`src/rtl/wb_bram_ctrl.sv`:
```
// Wishbone classic slave driving a 16-bit dual-byte-lane block RAM with registered read.
// Define WB_BRAM_BURST_EN to sustain one ack per cycle on incrementing bursts (cti 3'b010).
module wb_bram_ctrl #(
  parameter int AW = 15
) (
  input  logic          wb_clk_i,
  input  logic          wb_rst_i,
  input  logic          wb_cyc_i,
  input  logic          wb_stb_i,
  input  logic          wb_we_i,
  input  logic [1:0]    wb_sel_i,
  input  logic [AW-1:0] wb_adr_i,
  input  logic [15:0]   wb_dat_i,
  input  logic [2:0]    wb_cti_i,
  input  logic [1:0]    wb_bte_i,
  output logic [15:0]   wb_dat_o,
  output logic          wb_ack_o,
  output logic [1:0]    bram_we_o,
  output logic [AW-1:0] bram_adr_o,
  output logic [15:0]   bram_dat_o,
  input  logic [15:0]   bram_dat_i
);

  localparam logic [0:0] IDLE = 1'b0;
  localparam logic [0:0] ACK  = 1'b1;

  logic [0:0] state_q, state_d;
  logic       req;
  logic       burstCont;
  logic       ackOut;

  assign req = wb_cyc_i & wb_stb_i;

`ifdef WB_BRAM_BURST_EN
  logic [AW-1:0] nextAdr;

  assign burstCont = req & (wb_cti_i == 3'b010);

  always_comb begin
    nextAdr = wb_adr_i + AW'(1);
    case (wb_bte_i)
      2'b01:   nextAdr = {wb_adr_i[AW-1:2], wb_adr_i[1:0] + 2'd1};
      2'b10:   nextAdr = {wb_adr_i[AW-1:3], wb_adr_i[2:0] + 3'd1};
      2'b11:   nextAdr = {wb_adr_i[AW-1:4], wb_adr_i[3:0] + 4'd1};
      default: nextAdr = wb_adr_i + AW'(1);
    endcase
  end

  // Reads prefetch the following beat so the RAM's one-cycle read latency stays hidden.
  assign bram_adr_o = (state_q == ACK && !wb_we_i && burstCont) ? nextAdr : wb_adr_i;
`else
  logic unusedBurstIn;

  assign unusedBurstIn = ^{wb_cti_i, wb_bte_i};
  assign burstCont     = 1'b0;
  assign bram_adr_o    = wb_adr_i;
`endif

  always_comb begin
    state_d = IDLE;
    case (state_q)
      IDLE:    state_d = req ? ACK : IDLE;
      ACK:     state_d = burstCont ? ACK : IDLE;
      default: state_d = IDLE;
    endcase
  end

  always_ff @(posedge wb_clk_i or posedge wb_rst_i) begin
    if (wb_rst_i) begin
      state_q <= IDLE;
    end else begin
      state_q <= state_d;
    end
  end

  // Ack is gated by req so a master dropping cyc/stb never sees a stray ack.
  assign ackOut     = (state_q == ACK) & req;
  assign wb_ack_o   = ackOut;
  assign bram_we_o  = (ackOut & wb_we_i) ? wb_sel_i : 2'b00;
  assign bram_dat_o = wb_dat_i;
  assign wb_dat_o   = (ackOut & !wb_we_i) ? bram_dat_i : 16'h0000;

endmodule
```
`config.mk`:
```
export PLATFORM = sky130hd
export DESIGN_NAME = wb_bram_ctrl
export DESIGN_NICKNAME = d
export VERILOG_FILES = /design/src/rtl/wb_bram_ctrl.sv
export SDC_FILE = /design/constraint.sdc
export NUM_CORES = 1
export LEC_CHECK = 0
export BUFFER_PORTS_ARGS = -buffer_cell sky130_fd_sc_hd__buf_4
export CORE_MARGIN = 2
export CORE_UTILIZATION = 22
export CTS_BUF_LIST = sky130_fd_sc_hd__clkbuf_2
export CTS_CLUSTER_SIZE = 28
export DETAILED_ROUTE_END_ITERATION = 10
export PLACE_DENSITY = 0.83
export SLEW_MARGIN = 20
export SYNTH_ARGS = -nofsm -noshare
export SYNTH_HDL_FRONTEND = slang
export SYNTH_SLANG_ARGS = --single-unit
```
`constraint.sdc`:
```
create_clock -name wb_clk_i -period 1.05 [get_ports wb_clk_i]
set_input_delay 0.1575 -clock wb_clk_i [delete_from_list [all_inputs] [get_ports wb_clk_i]]
set_output_delay 0.1575 -clock wb_clk_i [all_outputs]
set_load 0.005 [all_outputs]
```
# Word level (Yosys, flattened, before mapping)
# Index checks and enable logic that the tools add are counted.
dict set report word_totals {
  regBits 1
  in_bits 59
  out_inout_bits 50
  word_cells 11
}
dict set report classes {
  muxes 4
  bitwise 5
  reduce_logical 1
}
# operator n
set ops {}
lappend ops {{two-way mux 16 bit} 1}
lappend ops {{AND 1 bit} 4}
lappend ops {{two-way mux 2 bit} 1}
lappend ops {{case mux 1 bit (2 select lines)} 1}
lappend ops {{zero test 1 bit} 1}
lappend ops {{two-way mux 1 bit} 1}
lappend ops {{inverter 1 bit} 1}

# Depth between registers and ports, before layout
dict set report depth {
  word_depth 4
  ltp_mapped 3
  depth_no_buf 2
}

# Least setup slack after synthesis
# OpenSTA, ideal clock, no wires.
dict set report synth_timing {
  path_kind {flip-flop to output port}
  from {reg state_q}
  to {out wb_dat_o[10]}
  arrival_time_ps 858
  t_required_ps 892
  setup_slack_ps 34
  stages_incl_launch_ff 4
  n_path_buf 1
  path_cell_list {dfrtp_1 > and4b_4 > buf_6 > and2_2}
}
dict set report synth_via {
  elab_chain_len 3
}
# element line
set synth_rtl {}
lappend synth_rtl {{from (decl)} 27} ;# logic [0:0] state_q, state_d;
lappend synth_rtl {{from (signal assigned)} 72} ;# state_q <= state_d;
lappend synth_rtl {{AND 1 bit} 77} ;# assign ackOut = (state_q == ACK) & req;
lappend synth_rtl {{AND 1 bit} 81} ;# assign wb_dat_o = (ackOut & !wb_we_i) ? bram_dat_i : 16'h0000;
lappend synth_rtl {{two-way mux 16 bit} 81}
lappend synth_rtl {{to (decl)} 16} ;# output logic [15:0] wb_dat_o,
# No other way between the ends.

# Final worst setup path
dict set report layout_timing {
  from {in wb_we_i}
  to {out wb_dat_o[4]}
}
dict set report layout_via {
  elab_chain_len 3
}
# element line
set layout_rtl {}
lappend layout_rtl {{from (decl)} 10} ;# input logic wb_we_i,
lappend layout_rtl {{zero test 1 bit} 81}
lappend layout_rtl {{AND 1 bit} 81}
lappend layout_rtl {{two-way mux 16 bit} 81}
# No other way between the ends.

==> key figures <==
Placed design
  – Cell Area, Placed: between 500 and 600 um2
  – HPWL Detailed: around 1200 um
  – Global placer's final weighted congestion: roughly 0.75
  – Port bufs: 41

Global route
  – Tot GR Track Use: 9.72%
  – Initial antenna violation count: 0
  – Vias in the first global route: 390
  – Global-route wire length before repair: 1610 um
  – GRT overflow: 0
  – Largest net degree at the start of global routing: 17

Power
  – Register share of total power: between 30% and 40%
  – Clk pwr share: 0%
  – Internal power: ~0.11 mW
  – Power density cells: ~240 nW/um2
  – Comb power frac: between 60% and 70%
  – LEAKAGE: roughly 0.32 nW
  – Final Power: 0.136 mW
  – Sw Ratio: between 10% and 20%
  – NetSw: around 0.024 mW
  – VDD IR-drop max: between 0.0002 and 0.00025 V

STA
  – Max Clock Freq: 893 MHz
  – Final Hold Vio Count: 0
  – Post-layout min period: ~1.1 ns
  – Min Hold Slack: about 0.0049 ns
  – Worst rel slew slack: around 89%
  – RSZ-0062 raised after global routing: yes
  – Final setup fails: 16
  – Final Max Slew Viols: 0
  – Slew @ Worst Pin: ~0.17 ns
  – Final period utilization: 107%
  – Final worst slack: -0.0703 ns
  – Skew final: 0 ns
  – Setup TNS: -0.922 ns

Cells and area
  – Area delta synth->final: 29.0%
  – Top Registers: state_q x1
  – Final instance area: about 560 um2
  – Share of layout cells above drive strength 1: about 90%
  – Most frequent cells in the layout: buf_4 (43), and2_2 (13), and3_4 (3), and2_1 (3)
  – Final-layout fill cell count: roughly 230
  – Fin nets: 128
  – ANT cells: 0
  – Commonest non-fill, non-tap cell in the layout: buf_4
  – Register Area: 25.0 um2
  – Area of the multi-input gates: about 170 um2
  – Final core occ: between 20 and 30%
  – Max reg flops: 1
  – Largest Register: state_q

Critical path
  – CP startpoint: wb_we_i
  – Worst Reg-to-Reg Cells: 1
  – R2r startpoint: state_q
  – Worst R2R Setup Slack: roughly 0.48 ns
  – Setup CP Type: in -> out
  – Critical Path AT: between 0.9 and 1 ns
  – CP Launch Type: primary input
  – Crit path capture: wb_dat_o[4]
  – Critical path fanouts, max: 16
  – Required time worst endpoint: about 0.89 ns
  – Reg2Reg Capture Point: state_q
  – Setup crit end kind: primary output

Route
  – Routed Antenna Nets: 0
  – Vias: 374
  – WL/cell: between 10 and 15 um
  – Via-to-Cell Ratio: between 3 and 4
  – Initial DRC count: 0
  – DR pass1 iterations: 1
  – Drt total wl: between 1000 and 1500 um
  – DRC viols: 0

Die
  – Io pins: 109
  – Row count: 16
  – Core Box Area: ~1900 um2
  – Die Wd: 48.3 um
  – Total die area: 2330 um2
  – Initial core utilization: between 20% and 30%
  – Die Y-Extent: 48.3 um

Status
  – Failing checks: negative setup slack
  – Status: finished, violations left

Logic synthesis
  – #FFs+latches synth: 1
  – Synth unique cells: 11
  – Syn Nets: ~120
  – Mapped Area: approximately 430 um2
  – Syn avg cell area: between 7 and 8 um2
  – Ys Warns: 0
  – Seq/Total Area, Yosys: just under 6%
  – Cells after synthesis: 56

Clock tree
  – CTS clk-pin slew, worst paths: 0 ns
  – Cts hold-fix bufs: 0
  – Clk_lat worst skew: 0 ns

Min path
  – Worst hold path type: in -> async

Job
  – Maxcap violations: 0
==> kinds of logic (layout without fill, tap and decap cells) <==
group	after synthesis	in the layout	synth area share, %
buf+inv	33	44	57.4
flops	1	1	5.80
simple gates	22	22	36.8
==> layer usage <==
layer  share of wire [%]  global-route usage [%]  routed length (um)
met1                  24                    8.63                 316
met2                  52                    19.5                 693
met3                  21                    2.59                 283
met4                 3.6                    4.86                  48
met5                   0                       0                   0
==> stage by stage <==
stage	setup slack (ns)	instances
6_report	-0.0703	94
5_1_grt	-0.125	94
4_1_cts	-0.0835	94
3_5_place_dp	-0.0837	93
3_3_place_gp	-0.0649	93
2_1_floorplan	0.0344	56
==> how the worst min path moves through the flow <==
stage / from / end / slack, ns / cells after the start
after floorplan: wb_rst_i / state_q / -0.11 / 1
after global placement: wb_rst_i / state_q / 0.002 / 2
after detailed placement: wb_rst_i / state_q / 0.006 / 2
after CTS: wb_rst_i / state_q / 0.006 / 2
after global routing: wb_rst_i / state_q / 0.02 / 2
final: wb_rst_i / state_q / 0.005 / 2
==> worst max-delay path, stage by stage <==
cell and delay (ns):
buf_4 0.11, and4b_4 0.41, and2_2 0.18, buf_4 0.10
==> repair_timing <==
| action | 4_1_cts | 5_1_grt |
|---|---|---|
| gates resized for setup | 3 | 0 |
| cloned | 0 | 0 |
| hold endpoints to repair | 0 | 0 |
| setup endpoints to repair | 18 | 16 |
| buffers inserted | 1 | 0 |
==> power by group through the flow <==
stage | logic [mW] | clock network [mW] | registers, mW
floorplan | 0.110 | 0 | 0.0424
global placement | 0.0901 | 0 | 0.0426
detailed placement | 0.0901 | 0 | 0.0428
CTS | 0.0945 | 0 | 0.0429
global route | 0.102 | 0 | 0.0429
finish | 0.0933 | 0 | 0.0429
==> cell usage after synthesis (all sizes together) <==
cell type	count	share of area, %
buf	32	57
nor2	1	0.87
nand2	1	0.87
and4b	1	3.2
dfrtp	1	5.8
inv	1	0.87
and3	3	4.9
and2	16	27
==> layout make-up <==
cell class	instances	area share, %
multi-input cells	22	30.8
well taps	27	6.07
inverters	1	0.674
repair buffers	43	58.0
flip-flops and latches	1	4.49
Note: power is estimated with default switching activity, not from simulation.
